`config.mk`:
```
export PLATFORM = sky130hd
export DESIGN_NAME = load_unit
export DESIGN_NICKNAME = d
export VERILOG_FILES = /design/src/rtl/load_unit_pkg.sv /design/src/rtl/load_unit_align_ext.sv /design/src/rtl/load_unit.sv
export SDC_FILE = /design/constraint.sdc
export NUM_CORES = 1
export LEC_CHECK = 0
export CORE_UTILIZATION = 44
export CTS_BUF_LIST = sky130_fd_sc_hd__clkbuf_16
export CTS_CLUSTER_SIZE = 8
export DETAILED_ROUTE_END_ITERATION = 10
export PLACE_DENSITY = 0.82
export SYNTH_ARGS = -nofsm -noshare
export SYNTH_HDL_FRONTEND = slang
export SYNTH_SLANG_ARGS = --single-unit
```
`constraint.sdc`:
```
create_clock -name clk -period 4.1 [get_ports clk]
set_input_delay 0.615 -clock clk [delete_from_list [all_inputs] [get_ports clk]]
set_output_delay 0.615 -clock clk [all_outputs]
set_load 0.01 [all_outputs]
```
`src/rtl/load_unit_pkg.sv`:
```
// Shared definitions for the load unit: size encodings, FSM states,
// default timeout and the alignment rule.
package load_unit_pkg;

  typedef enum logic [1:0] {
    SIZE_BYTE = 2'b00,
    SIZE_HALF = 2'b01,
    SIZE_WORD = 2'b10,
    SIZE_ILL  = 2'b11
  } size_e;

  typedef enum logic [1:0] {
    ST_IDLE = 2'b00,
    ST_REQ  = 2'b01,
    ST_DONE = 2'b10,
    ST_ERR  = 2'b11
  } state_e;

  localparam int TIMEOUT_CYCLES_DEF = 15;

  // An access is misaligned when its offset does not fit its natural size;
  // the reserved size code is always treated as misaligned.
  function automatic logic is_misaligned(input logic [1:0] size, input logic [1:0] off);
    logic res;
    case (size)
      SIZE_BYTE: res = 1'b0;
      SIZE_HALF: res = off[0];
      SIZE_WORD: res = (off != 2'b00);
      default:   res = 1'b1;
    endcase
    return res;
  endfunction

endpackage

```
`src/rtl/load_unit_align_ext.sv`:
```
// Little-endian lane select and sign/zero extension of a read word.
module load_align_ext
  import load_unit_pkg::*;
#(
  parameter int DataWidth = 32
) (
  input  logic [DataWidth-1:0] word,
  input  logic [1:0]           offset,
  input  logic [1:0]           size,
  input  logic                 uns,
  output logic [DataWidth-1:0] ext
);

  logic [7:0]  byte_s;
  logic [15:0] half_s;

  // Pick the addressed lane and extend it to the full data width.
  always_comb begin
    byte_s = word[{offset, 3'b000} +: 8];
    half_s = word[{offset[1], 4'b0000} +: 16];
    case (size)
      SIZE_BYTE: ext = {{(DataWidth-8){byte_s[7] & ~uns}}, byte_s};
      SIZE_HALF: ext = {{(DataWidth-16){half_s[15] & ~uns}}, half_s};
      SIZE_WORD: ext = word;
      default:   ext = '0;
    endcase
  end

endmodule

```
`src/rtl/load_unit.sv`:
```
// Single-outstanding load unit: aligns/extends a memory word into LoadData,
// flags misaligned requests and memory timeouts.
module load_unit
  import load_unit_pkg::*;
#(
  parameter int DataWidth     = 32,
  parameter int AddrWidth     = 32,
  parameter int TimeoutCycles = TIMEOUT_CYCLES_DEF
) (
  input  logic                 clk,
  input  logic                 rst,
  input  logic                 Start,
  input  logic [AddrWidth-1:0] Addr,
  input  logic [1:0]           Size,
  input  logic                 Unsigned,
  output logic                 MemReq,
  output logic [AddrWidth-1:0] MemAddr,
  input  logic                 MemAck,
  input  logic [DataWidth-1:0] MemRData,
  output logic [DataWidth-1:0] LoadData,
  output logic                 Done,
  output logic                 Busy,
  output logic                 Misalign,
  output logic                 Timeout
);

  localparam int CntW = $clog2(TimeoutCycles + 1);
  localparam logic [CntW-1:0] CntLast = CntW'(TimeoutCycles - 1);

  state_e                 state_r, state_s;
  logic [CntW-1:0]        cnt_r;
  logic [1:0]             size_r;
  logic [1:0]             off_r;
  logic                   uns_r;
  logic [AddrWidth-1:0]   memaddr_r;
  logic [DataWidth-1:0]   loaddata_r;
  logic                   memreq_r, done_r, busy_r, misalign_r, timeout_r;
  logic                   misalign_s, timeout_s, accept_s, capture_s;
  logic [DataWidth-1:0]   ext_s;

  load_align_ext #(.DataWidth(DataWidth)) u_align (
    .word   (MemRData),
    .offset (off_r),
    .size   (size_r),
    .uns    (uns_r),
    .ext    (ext_s)
  );

  assign accept_s  = (state_r == ST_IDLE) && Start;
  assign capture_s = (state_r == ST_REQ) && MemAck;

  // State register.
  always_ff @(posedge clk or negedge rst) begin
    if (!rst) begin
      state_r <= ST_IDLE;
    end else begin
      state_r <= state_s;
    end
  end

  // Next-state logic and the error flags that accompany entry to ERR.
  always_comb begin
    state_s    = state_r;
    misalign_s = 1'b0;
    timeout_s  = 1'b0;
    case (state_r)
      ST_IDLE: begin
        if (Start) begin
          if (is_misaligned(Size, Addr[1:0])) begin
            state_s    = ST_ERR;
            misalign_s = 1'b1;
          end else begin
            state_s = ST_REQ;
          end
        end else begin
          state_s = ST_IDLE;
        end
      end
      ST_REQ: begin
        if (MemAck) begin
          state_s = ST_DONE;
        end else if (cnt_r == CntLast) begin
          state_s   = ST_ERR;
          timeout_s = 1'b1;
        end else begin
          state_s = ST_REQ;
        end
      end
      ST_DONE: state_s = ST_IDLE;
      ST_ERR:  state_s = ST_IDLE;
      default: state_s = ST_IDLE;
    endcase
  end

  // Wait counter: zero outside REQ, counts REQ cycles that see no ack.
  always_ff @(posedge clk or negedge rst) begin
    if (!rst) begin
      cnt_r <= '0;
    end else if (state_r != ST_REQ) begin
      cnt_r <= '0;
    end else if (!MemAck) begin
      cnt_r <= cnt_r + CntW'(1);
    end else begin
      cnt_r <= cnt_r;
    end
  end

  // Latch request attributes when a Start is accepted in IDLE.
  always_ff @(posedge clk or negedge rst) begin
    if (!rst) begin
      memaddr_r <= '0;
      size_r    <= 2'b00;
      off_r     <= 2'b00;
      uns_r     <= 1'b0;
    end else if (accept_s) begin
      memaddr_r <= {Addr[AddrWidth-1:2], 2'b00};
      size_r    <= Size;
      off_r     <= Addr[1:0];
      uns_r     <= Unsigned;
    end else begin
      memaddr_r <= memaddr_r;
      size_r    <= size_r;
      off_r     <= off_r;
      uns_r     <= uns_r;
    end
  end

  // Result register: only a successful ack may update it.
  always_ff @(posedge clk or negedge rst) begin
    if (!rst) begin
      loaddata_r <= '0;
    end else if (capture_s) begin
      loaddata_r <= ext_s;
    end else begin
      loaddata_r <= loaddata_r;
    end
  end

  // Status outputs registered from the next state so they line up with it.
  always_ff @(posedge clk or negedge rst) begin
    if (!rst) begin
      memreq_r   <= 1'b0;
      busy_r     <= 1'b0;
      done_r     <= 1'b0;
      misalign_r <= 1'b0;
      timeout_r  <= 1'b0;
    end else begin
      memreq_r   <= (state_s == ST_REQ);
      busy_r     <= (state_s != ST_IDLE);
      done_r     <= (state_s == ST_DONE) || (state_s == ST_ERR);
      misalign_r <= misalign_s;
      timeout_r  <= timeout_s;
    end
  end

  assign MemReq   = memreq_r;
  assign MemAddr  = memaddr_r;
  assign LoadData = loaddata_r;
  assign Done     = done_r;
  assign Busy     = busy_r;
  assign Misalign = misalign_r;
  assign Timeout  = timeout_r;

endmodule

```
Yosys cells after proc, flatten, opt, wreduce, memory -nomap -nowiden
Index checks and enable logic that the tools add are counted. Widths: inputs -> output; s select.

Logic and storage cells: 57. Output and inout port bits: 69. Flip-flop bits (word level): 78. Bits of input ports: 71.

Reduce and logical (&&, ||, !) cells: 9. Add/sub/neg operators: 1. Multiplexer cells: 17. Shift-type cells: 2. Bitwise logic cells: 3. Equality and inequality tests: 13.

Operator list (count): $pmux 32 s3 (1); $shiftx 32x6->16 (1); $shiftx 32x6->8 (1); $eq 2x2->1 const B (6); $eq 2x1->1 const B (4); $mux 1 (8); $mux 2 (4); $mux 4 (2); $logic_not 2->1 (3); $pmux 2 s3 (1); $add 4x1->4 const B (1); $eq 4x4->1 const B (1); $ne 2x1->1 const B (2); $reduce_bool 2->1 (2); $pmux 1 s3 (1); $and 1x1->1 (2); $logic_and 1x1->1 (2); $reduce_or 2->1 (1); $logic_or 1x1->1 (1); $not 1->1 (1).

Longest topological paths before layout
Word-level depth: 9. Gate-level depth with buffers: 7. Mapped depth without buffers: 5.

By module
Synthesis repeated with hierarchy kept, for this count alone.

Cells, all modules: 303. Area total of the unflattened synthesis: 3857.4 µm².

By module, submodules not included: load_unit (area each 3098.0 µm², cells an instance 185, sequential area each 1926.8 µm², times used 1); load_align_ext (area each 759.5 µm², cells an instance 118, sequential area each 0.0 µm², times used 1).

Least setup slack after synthesis
OpenSTA, ideal clock, no wires.

Kind: input port to flip-flop. Start: input MemAck. End: register loaddata_r[22], in the netlist LoadData[22]. Slack: 2.407 ns. Required time: 4.023 ns. Library setup time: 0.077 ns. Path buffers: 3. Data arrival time: 1.616 ns. Stages: 7. Path through: buf_2 > and3b_1 > buf_2 > nand3_2 > clkbuf_1 > o21ai_0 > a21oi_1.

Longest elaborated chain between the ends: 1.

Ends and longest elaborated chain: start, declared (line load_unit.sv:18) `input logic MemAck,`; $logic_and 1x1->1 (line load_unit.sv:50) `assign capture_s = (state_r == ST_REQ) && MemAck;`; end signal, assigned (line load_unit.sv:133) `loaddata_r <= ext_s;`; end signal, assigned (line load_unit.sv:135) `loaddata_r <= loaddata_r;`; end, declared (line load_unit.sv:36) `logic [DataWidth-1:0] loaddata_r;`.

Every way passes these cells. A chain may end at the register's enable or synchronous reset.

Final worst setup path
Start: input MemAck. End: register loaddata_r[19], in the netlist LoadData[19].

The elaborated chain is that of the path after synthesis.

==> summary.txt <==
CTS
  • H-Tree Level Count: 3
  • Setup Fix Bufs, Post-CTS: 0
  • Num CTS Buffers: 9
  • Sink Count: 78
  • Root buf cell: clkbuf_16
  • Clock latency on the worst-skew pair: 330 ps
  • TritonCTS clock tree: yes
  • Worst-path clk slew: 60 ps
  • Post_cts resized: 0
  • Maximum root-to-sink buffer count: 2
  • Hold buffer count at CTS: 0

Floorplanning
  • Die W: 89.9 µm
  • # IOs: 140
  • Die height: 89.9 µm
  • Std cell rows: 31
  • Initial Util: 0.462
  • Core footprint: 0.00737 mm²
  • Die area: 0.00809 mm²

Setup path
  • Crit. Startpoint: MemAck
  • Crit-path max cell delay: 660 ps
  • CP endpoint kind: register
  • Crit-path cells: clkdlybuf4s50_1, and3b_1, nand3_2, o21ai_0, a21oi_1
  • CP max stage cell: clkdlybuf4s50_1
  • Worst R2R End: LoadData[19]
  • CP endpoint: LoadData[19]
  • CP arrival: 2470 ps
  • Sum of buffers and inverters on the critical path: 1
  • Critical path depth: 5
  • R2R depth: 3
  • Register-to-register setup slack: 1930 ps
  • Crit path launch type: input port
  • Critical Path RT: 4270 ps
  • RR Startpoint: size_r[1]
  • CP delay by family, top: simple AND/OR/NAND/NOR gates
  • Critical setup path kind: in -> reg
  • CP Max Fanout: 17

Timing
  • Fmax: 435 MHz
  • Final setup viols: 0
  • Setup TNS: 0 ps
  • Clock Skew: 4.17 ps
  • Tmin final: 2300 ps
  • Period utilization: 0.561
  • Unrepaired setup endpoints after global routing: false
  • Slew headroom: 0.345
  • Worst-margin pin slew: 983 ps
  • Final Max Tran Viols: 0
  • Final hold viol count: 0

Cells and area
  • Multi-input logic area: 0.00134 mm²
  • Inserted Diodes: 0
  • Filler instances: 571
  • Post-layout nets: 566
  • Finished Layout Cells: 597
  • Area Overhead vs Synth: 50.4%
  • Layout cells sized above 1: 0.0643
  • Reg area: 0.00195 mm²

Drt
  • Number of DRC markers in iteration 0: 199
  • Final wirelength: 9410 µm
  • Antenna-violating nets left: 0
  • # DRC: 0
  • Via Count: 3187
  • DR pass1 iterations: 5
  • DR WL/cell: 15.8 µm
  • Vias per cell: 5.34

Global route
  • Vias in the first global route: 3230
  • GRT Total Usage: 0.247
  • First-pass GRT wire length: 15600 µm
  • GR Overflow Total: 0
  • Initial antenna violation count: 0
  • Largest net degree at the start of global routing: 79

Logic synthesis
  • Post-synthesis register bit count: 78
  • Simple-gate share of the synthesized area: 0.203
  • Netlist Area Pre-Place: 0.00340 mm²
  • Synth Area in XOR/XNOR: 0.00772
  • Largest cells by area after synthesis: dfrtp_1, nand2_1, o21ai_0
  • Adder-Cell Fraction of Synth Area: 0.00735
  • Top post-synthesis cells by count: nand2_1, dfrtp_1, o21ai_0, a21oi_1, nor2_1
  • Post-synth EDFFs: 0
  • Cell variety after synth: 37
  • Post-synthesis mux area share: 0.0320
  • Yosys top cell area share: 0.574
  • Seq/Total Area, Yosys: 0.574
  • Mean Syn Cell Area: 9.35 µm²
  • Synth Instances: 364
  • Ys Warns: 0
  • Largest family of logic cells by synthesized area: simple AND/OR/NAND/NOR gates
  • Most common cell in the netlist: nand2_1
  • Compound-gate portion of the synthesized area: 0.141
  • Largest area contributor in the netlist: dfrtp_1
  • Ys async rst share: 1.00
  • Most used DFF post-synth: dfrtp_1

Pwr
  • P_int: 0.00249 W
  • Clock power share: 0.202
  • Pwr Density: 763 mW/mm²
  • Sw power: 0.00141 W
  • Leak: 2.27 nW
  • Combinational group share of total power: 0.439
  • Worst vdd ir: 0.435 mV
  • Sw Ratio: 0.361
  • Sequential Power Share: 0.359

Placement
  • HPWL after DPL: 6680 µm
  • PortBufs: 137
  • Cell total after placement: 581
  • GP Congestion: 0.823

Run status
  • Status: finished clean

Flow run
  • Number of max-cap violations: 0

Hold path
  • HP Class: in -> async
==> cell families (layout without fill, tap and decap cells) <==
| group | Yosys count | after routing |
|---|---|---|
| AOI/OAI and AO/OA | 76 | 76 |
| xor gates and xnor gates | 3 | 3 |
| adders and majority gates | 2 | 2 |
| buffers and inverters | 26 | 159 |
| DFF | 78 | 78 |
| muxes | 10 | 10 |
| other | 1 | 2 |
| and+or+nand+nor | 168 | 168 |
==> per-stage QoR <==
step | area [µm²] | hold slack [ps] | setup slack (ps) | utilization | power (W)
after floorplan | 3410 | 319 | 2410 | - | 0.00220
after global placement | 4820 | 457 | 1560 | 0.654 | 0.00306
after detailed placement | 4820 | 462 | 1480 | 0.654 | 0.00311
after CTS | 5120 | 477 | 1820 | 0.695 | 0.00392
after global routing | 5120 | 497 | 1610 | 0.695 | 0.00416
final | 5120 | 412 | 1800 | 0.695 | 0.00390
==> cell usage in the layout, fill, tap and decap left out, types with 2 or more instances in the layout <==
cell type | synthesis | layout
dfrtp_1 | 78 | 78
mux2i_1 | 3 | 3
nor3_1 | 3 | 3
inv_1 | 2 | 2
buf_4 | 3 | 5
xor2_1 | 2 | 2
o21ai_1 | 7 | 7
ha_1 | 2 | 2
clkdlybuf4s50_1 | 0 | 136
o21ai_0 | 26 | 26
nor2_1 | 19 | 19
conb_1 | 1 | 2
o32ai_1 | 2 | 2
a21oi_1 | 19 | 19
nand2_1 | 132 | 132
mux2_2 | 7 | 7
inv_6 | 0 | 2
clkbuf_16 | 0 | 9
nor2b_1 | 6 | 6
a221oi_1 | 8 | 8
a222oi_1 | 7 | 7
==> routing by layer <==
metal | vias to the layer above | global-route usage | wire length (µm)
met3 | 14 | 0.0821 | 1070
met4 | 0 | 0.0968 | 180
met2 | 194 | 0.391 | 4270
met5 | - | 0 | 0
li1 | 1489 | - | -
met1 | 1490 | 0.313 | 3890
==> area by class of cell <==
type | count | area share
clock buffer | 9 | 0.0440
multi-input combinational | 261 | 0.262
inverter | 2 | 0.00147
tap | 99 | 0.0242
clock inverter | 7 | 0.0142
sequential | 78 | 0.381
timing repair buffer | 141 | 0.273
==> registers in the layout, indices dropped and copies added, names as in the netlist <==
name      count
off_r         2
size_r        2
Misalign      1
state_r       2
Busy          1
cnt_r         4
LoadData     32
Timeout       1
MemAddr      30
MemReq        1
uns_r         1
Done          1
==> worst min-delay path by stage <==
stage               cells past startpoint           to  slack (ps)
floorplan                               0         Busy         320
global placement                        2   MemAddr[9]         460
detailed placement                      2  MemAddr[24]         460
CTS                                     1  LoadData[6]         480
global route                            2  MemAddr[10]         500
finish                                  1  LoadData[5]         410
==> power by group through the flow <==
stage | Sequential (W) | Combinational, W | Clock, W
detailed placement | 0.00141 | 0.00171 | 0
global route | 0.00146 | 0.00187 | 0.000833
floorplan | 0.00146 | 0.000743 | 0
CTS | 0.00140 | 0.00172 | 0.000804
finish | 0.00140 | 0.00171 | 0.000789
global placement | 0.00139 | 0.00167 | 0
(Power assumes the default switching activity.)
